<file path="config.mk">
export PLATFORM = sky130hd
export DESIGN_NAME = mult_sequencer
export DESIGN_NICKNAME = d
export VERILOG_FILES = /design/src/rtl/mult_pkg.sv /design/src/rtl/sync_ff.sv /design/src/rtl/mult_sequencer.sv
export SDC_FILE = /design/constraint.sdc
export NUM_CORES = 1
export LEC_CHECK = 0
export BUFFER_PORTS_ARGS = -buffer_cell sky130_fd_sc_hd__buf_2
export CORE_UTILIZATION = 39
export DETAILED_ROUTE_END_ITERATION = 10
export HOLD_SLACK_MARGIN = 0.12
export PLACE_DENSITY_LB_ADDON = 0.08
export SETUP_SLACK_MARGIN = 0.3
export SLEW_MARGIN = 10
export SYNTH_ARGS = -nofsm -noshare
export SYNTH_HDL_FRONTEND = slang
export SYNTH_SLANG_ARGS = --single-unit
</file>
<file path="constraint.sdc">
create_clock -name Clk -period 1.8 [get_ports Clk]
set_clock_uncertainty 0.05 [all_clocks]
set_input_delay 0.18 -clock Clk [delete_from_list [all_inputs] [get_ports Clk]]
set_output_delay 0.18 -clock Clk [all_outputs]
set_load 0.02 [all_outputs]
</file>
<file path="src/rtl/mult_pkg.sv">
// mult_pkg: shared definitions for the signed shift-add multiplier.
//   MULT_WIDTH   operand width used by both the sequencer and the datapath top
//   mult_state_t sequencer states
package mult_pkg;

  localparam int MULT_WIDTH = 8;

  typedef enum logic [2:0] {
    IDLE  = 3'd0,
    CLRA  = 3'd1,
    ADD   = 3'd2,
    SHIFT = 3'd3,
    HOLD  = 3'd4
  } mult_state_t;

endpackage

</file>
<file path="src/rtl/sync_ff.sv">
// sync_ff: multi-flop synchronizer for a raw asynchronous key level.
// Ports:
//   clk    in  system clock
//   rst_n  in  asynchronous active-low clear of every stage
//   d      in  raw asynchronous input
//   q      out synchronized level, STAGES clocks behind d
module sync_ff #(
  parameter int STAGES = 2
) (
  input  logic clk,
  input  logic rst_n,
  input  logic d,
  output logic q
);

  logic [STAGES-1:0] sync_q;
  logic [STAGES-1:0] sync_d;

  // New sample enters at bit 0; the oldest sample leaves at the top bit.
  always_comb begin
    sync_d = {sync_q[STAGES-2:0], d};
  end

  always_ff @(posedge clk or negedge rst_n) begin
    if (!rst_n) begin
      sync_q <= '0;
    end else begin
      sync_q <= sync_d;
    end
  end

  assign q = sync_q[STAGES-1];

endmodule

</file>
<file path="src/rtl/mult_sequencer.sv">
// mult_sequencer: cycle sequencer for the 8-bit signed shift-add multiplier.
// Turns the Run and Reset_Load_Clear keys into one-cycle datapath strobes and
// runs a fixed 1 + 2*WIDTH cycle multiply.
// Ports:
//   Clk               in  system clock
//   Reset_n           in  asynchronous active-low reset
//   Run               in  raw key: start a multiply
//   Reset_Load_Clear  in  raw key: load B, clear A/X
//   M                 in  current multiplier LSB from the datapath
//   Clr_Ld            out load B, clear A and X
//   ClrA              out clear A and X, keep B
//   Add               out A/X <= A + SW
//   Sub               out A/X <= A - SW (sign-bit iteration)
//   Shift             out arithmetic right shift of X:A:B
//   Busy              out multiply in progress
//   Done              out result valid, held until Run is released
module mult_sequencer
  import mult_pkg::*;
#(
  parameter int WIDTH       = MULT_WIDTH,
  parameter int SYNC_STAGES = 2
) (
  input  logic Clk,
  input  logic Reset_n,
  input  logic Run,
  input  logic Reset_Load_Clear,
  input  logic M,
  output logic Clr_Ld,
  output logic ClrA,
  output logic Add,
  output logic Sub,
  output logic Shift,
  output logic Busy,
  output logic Done
);

  localparam int CNT_W = $clog2(WIDTH) + 1;
  localparam logic [CNT_W-1:0] LAST = CNT_W'(WIDTH - 1);

  logic runs;
  logic rlc;

  mult_state_t       state_q, state_d;
  logic [CNT_W-1:0]  count_q, count_d;

  sync_ff #(.STAGES(SYNC_STAGES)) u_sync_run (
    .clk   (Clk),
    .rst_n (Reset_n),
    .d     (Run),
    .q     (runs)
  );

  sync_ff #(.STAGES(SYNC_STAGES)) u_sync_rlc (
    .clk   (Clk),
    .rst_n (Reset_n),
    .d     (Reset_Load_Clear),
    .q     (rlc)
  );

  always_ff @(posedge Clk or negedge Reset_n) begin
    if (!Reset_n) begin
      state_q <= IDLE;
      count_q <= '0;
    end else begin
      state_q <= state_d;
      count_q <= count_d;
    end
  end

  // HOLD only leaves on Run low, so a held Run cannot restart the multiply.
  always_comb begin
    state_d = state_q;
    count_d = count_q;
    unique case (state_q)
      IDLE: begin
        if (!rlc && runs) begin
          state_d = CLRA;
        end
      end
      CLRA: begin
        count_d = '0;
        state_d = ADD;
      end
      ADD: begin
        state_d = SHIFT;
      end
      SHIFT: begin
        count_d = count_q + CNT_W'(1);
        state_d = (count_q == LAST) ? HOLD : ADD;
      end
      HOLD: begin
        if (!runs) begin
          state_d = IDLE;
        end
      end
      default: begin
        state_d = IDLE;
        count_d = '0;
      end
    endcase
  end

  // The last multiplier bit carries negative weight, so it subtracts.
  always_comb begin
    Clr_Ld = 1'b0;
    ClrA   = 1'b0;
    Add    = 1'b0;
    Sub    = 1'b0;
    Shift  = 1'b0;
    Busy   = 1'b0;
    Done   = 1'b0;
    unique case (state_q)
      IDLE: begin
        Clr_Ld = rlc;
      end
      CLRA: begin
        ClrA = 1'b1;
        Busy = 1'b1;
      end
      ADD: begin
        Add  = M && (count_q != LAST);
        Sub  = M && (count_q == LAST);
        Busy = 1'b1;
      end
      SHIFT: begin
        Shift = 1'b1;
        Busy  = 1'b1;
      end
      HOLD: begin
        Done = 1'b1;
      end
      default: begin
        Busy = 1'b0;
      end
    endcase
  end

endmodule
</file>
==> impl_results.rst <==
.. list-table::
   :header-rows: 1

   * - Metric
     - Value
   * - Maximum resistive drop on vdd
     - between 0.6 and 0.7 mV
   * - Number of antenna-violating nets in the routed design
     - 0
   * - Destination of the critical timing path
     - Clr_Ld
   * - Crit path kind
     - reg -> out
   * - Worst skew pair latency
     - approximately 0.27 ns
   * - Count of cell types in the netlist
     - 22
   * - Final total negative setup slack
     - 0 ns
   * - Antenna cells
     - 0
   * - Total power divided by cell area
     - roughly 1400 nW/um^2
   * - Initial antenna violation count
     - 0
   * - Starting DRT DRC Count
     - 3
   * - Clock edge transition at the registers on the reported setup and hold paths
     - 0.07 ns
   * - Maximum count of clock buffers along a single path
     - 2
   * - Syn-to-layout area delta
     - 47.16%
   * - Element type at the critical path end
     - output port
   * - CP top delay family
     - flip-flops
   * - Launch point of the critical path
     - state_q[2]
   * - Routed wire length per instance
     - 13.48 um
   * - Cells along the critical path
     - buf_4 -> nor4_2 -> buf_4
   * - Residual DRC count
     - 0
   * - HPWL reported at the end of detailed placement
     - roughly 730 um
   * - RSZ-0062 raised after global routing
     - true
   * - Area leader, netlist
     - sky130_fd_sc_hd__dfrtp_1
   * - Top Ports
     - 12
   * - Horizontal die dimension
     - 38.05 um
   * - Most area-consuming cells after synthesis
     - sky130_fd_sc_hd__dfrtp_1 (54%), sky130_fd_sc_hd__buf_6 (4.4%), sky130_fd_sc_hd__nor2_1 (4.4%), sky130_fd_sc_hd__a21oi_1 (4.0%), sky130_fd_sc_hd__a22o_1 (3.5%)
   * - Final count of hold timing violations
     - 0
   * - Register area share after synthesis
     - 0.5432
   * - Final worst slack
     - 0.3051 ns
   * - Total number of nets in the final design
     - 78
   * - Cell Area, Placed
     - between 500 and 600 um^2
   * - Max transition margin
     - 0.7950
   * - Min Clock Period, post-route
     - ~1.5 ns
   * - Setup crit start kind
     - flip-flop
   * - First-pass iteration count of the detailed router
     - 4
   * - Transition at the pin with the smallest max-transition slack
     - roughly 0.3 ns
   * - Reg2reg end
     - count_q[3]
   * - Most used flip-flop cell after synthesis
     - sky130_fd_sc_hd__dfrtp_1
   * - Number of pins with negative max-slew slack in the final report
     - 0
   * - Run status
     - finished clean
   * - Per-instance average area after synthesis
     - 10.78 um^2
   * - Number of levels the H-tree was split into
     - 1
   * - Buffer and inverter count on the worst path
     - 2
   * - Max stage delay on crit path
     - 0.44 ns
   * - Number of gates on the worst path with buffers counted
     - 3
   * - Yosys warns
     - 0
   * - Total length of routed wires
     - around 1100 um
   * - Vias in the first global route
     - about 440
   * - R2R depth
     - 4
   * - Leak
     - between 0.0003 and 0.0004 uW
   * - Area of the mapped netlist
     - approximately 510 um^2
   * - Most frequent cells after synthesis
     - sky130_fd_sc_hd__dfrtp_1 (11), sky130_fd_sc_hd__nor2_1 (6), sky130_fd_sc_hd__a21oi_1 (4), sky130_fd_sc_hd__nand3_1 (3), sky130_fd_sc_hd__nor3_1 (3)
   * - Floorplan die area
     - roughly 1400 um^2
   * - Worst setup timing slack at the placement stage
     - about 0.45 ns
   * - Largest net degree at the start of global routing
     - 12
   * - Highest fanout seen on the critical path
     - 6
   * - Row count
     - 12
   * - Vias post-DR
     - approximately 440
   * - Cells after synthesis
     - 47
   * - Launch instance of the worst register-to-register path
     - state_q[2]
   * - CP arrival
     - roughly 1.3 ns
   * - Most common cell on crit path
     - sky130_fd_sc_hd__buf_4
   * - Fraction of layout instances using a drive strength above 1
     - 0.5493
   * - Nets in the synthesized netlist
     - 53
   * - Effective utilization at floorplan
     - 0.4383
   * - Count of clock tree sinks
     - 11
   * - GRT overflow
     - 0
   * - Layout Utilization
     - 0.6450
   * - Global-route wire length before repair
     - about 1800 um
   * - Share of flip-flops with an asynchronous set or reset
     - 1.000
   * - Number of buffers created by CTS
     - 3
   * - Post-route standard cell area excluding fillers
     - around 750 um^2
   * - Max Clock Freq
     - around 0.67 GHz
   * - Portion of synthesized cell area occupied by the leading cell type
     - 0.5432
   * - Final setup violation count
     - 0
   * - CTS root buf
     - sky130_fd_sc_hd__clkbuf_4
   * - Global placer's final weighted congestion
     - ~0.73
   * - Share of the clock period used by the worst path after layout
     - 0.8305
   * - EDFF count, synth
     - 0
   * - Count of port buffers added during placement
     - 11
   * - Worst min-delay path class
     - in -> async
   * - Post-synthesis register bit count
     - 11
   * - Core region area
     - between 1000 and 1500 um^2
   * - Required time reported for the critical path endpoint
     - around 1.6 ns
   * - GRT Resource Usage Total
     - 0.1861
   * - Library cell with the highest instance count after synthesis
     - sky130_fd_sc_hd__dfrtp_1
   * - Max-cap check violation count
     - 0
   * - Setup slack on the worst flop-to-flop path
     - 0.41 ns
   * - Critical path's slowest cell
     - sky130_fd_sc_hd__dfrtp_2
   * - Die Height
     - about 38 um
   * - Per-cell via count in the routed design
     - between 5 and 6
   * - Clock tree from TritonCTS
     - yes
-- layout make-up --
class	count	area [um^2]
fillers	88	410.4
flip-flops and latches	11	279.0
multi-input cells	31	251.5
repair buffers	23	163.9
clock buffers	4	26.28
well taps	14	17.52
inverters	2	7.507
-- where the power goes --
group	total [uW]	internal, uW	switching [uW]	leakage (uW)
Combinational	453	230	223	0.000207
Clock	167	85.8	81.5	0.0000150
Sequential	399	313	85.5	0.000124
-- metal layers --
metal / track usage / vias to the layer above / routed length, um
met1: 0.1842 / 211 / 497
met2: 0.3390 / 13 / 593
met5: 0 / - / 0
met4: 0.1071 / 0 / 0
met3: 0.05233 / 0 / 55
li1: - / 218 / -
-- repair_timing --
item / in CTS / in global routing
pin swaps: 1 / 2
hold endpoints to repair: 13 / 0
buffers inserted: 7 / 2
setup endpoints to repair: 6 / 6
hold buffers: 3 / 0
gates resized for setup: 8 / 14
-- registers in the layout (all words and copies together), names as in the netlist --
name	cells
u_sync_run.sync_q	2
count_q	4
state_q	3
u_sync_rlc.sync_q	2
-- worst register-to-register path, delay by kind of cell, from the launching register on --
family                 cells  cell delay (ns)
DFF                        1             0.44
buffers and inverters      2             0.28
and+or+nand+nor            2             0.56
-- worst min-delay path by stage --
stage            start  slack [ns]  cells past startpoint                    to
4_1_cts        Reset_n        0.26                      2  u_sync_rlc.sync_q[0]
6_report       Reset_n        0.26                      2  u_sync_rlc.sync_q[0]
3_5_place_dp   Reset_n       0.009                      1  u_sync_rlc.sync_q[0]
3_3_place_gp   Reset_n       0.006                      1  u_sync_rlc.sync_q[0]
2_1_floorplan  Reset_n       -0.17                      0            count_q[0]
5_1_grt        Reset_n        0.27                      2  u_sync_rlc.sync_q[0]
-- cells in the final DEF, fill, tap and decap left out --
| cell | count |
|---|---|
| sky130_fd_sc_hd__buf_4 | 11 |
| sky130_fd_sc_hd__dfrtp_1 | 8 |
| sky130_fd_sc_hd__buf_2 | 7 |
| sky130_fd_sc_hd__a21oi_1 | 4 |
| sky130_fd_sc_hd__clkbuf_4 | 3 |
| sky130_fd_sc_hd__dlygate4sd3_1 | 3 |
| sky130_fd_sc_hd__dfrtp_2 | 3 |
| sky130_fd_sc_hd__nand2_4 | 2 |
| sky130_fd_sc_hd__nor2_2 | 2 |
| sky130_fd_sc_hd__inv_1 | 2 |
| sky130_fd_sc_hd__nor2_1 | 2 |
| sky130_fd_sc_hd__nor2_4 | 2 |
| sky130_fd_sc_hd__a22o_1 | 2 |
| sky130_fd_sc_hd__nand3_1 | 2 |
| sky130_fd_sc_hd__nor3_2 | 1 |
| sky130_fd_sc_hd__and2_1 | 1 |
| sky130_fd_sc_hd__nand3_2 | 1 |
| sky130_fd_sc_hd__nor3_4 | 1 |
| sky130_fd_sc_hd__nor4_2 | 1 |
| sky130_fd_sc_hd__o31a_2 | 1 |
| sky130_fd_sc_hd__nor3_1 | 1 |
| sky130_fd_sc_hd__nor2b_1 | 1 |
| sky130_fd_sc_hd__a21boi_0 | 1 |
| sky130_fd_sc_hd__a211oi_1 | 1 |
| sky130_fd_sc_hd__mux2_2 | 1 |
| sky130_fd_sc_hd__or4_1 | 1 |
| sky130_fd_sc_hd__o21ai_0 | 1 |
| sky130_fd_sc_hd__nand4b_1 | 1 |
| sky130_fd_sc_hd__ha_2 | 1 |
| sky130_fd_sc_hd__clkbuf_1 | 1 |
| sky130_fd_sc_hd__buf_6 | 1 |
| sky130_fd_sc_hd__clkbuf_2 | 1 |
-- per-stage QoR --
step | cells | hold slack, ns | power (uW)
floorplan | 47 | -0.1656 | 616.5
global placement | 69 | 0.005616 | 651.0
detailed placement | 69 | 0.008843 | 665.2
CTS | 83 | 0.2593 | 943.1
global route | 85 | 0.2672 | 1088
finish | 85 | 0.2580 | 1019
-- kinds of logic after synthesis --
kind of cell | after synthesis | share of synthesized area
compound gates | 10 | 0.1333
fa+ha+maj | 1 | 0.02469
buf+inv | 5 | 0.07408
flops | 11 | 0.5432
mux | 1 | 0.02222
simple gates | 19 | 0.2025
Note: power is estimated with default switching activity, not from simulation.
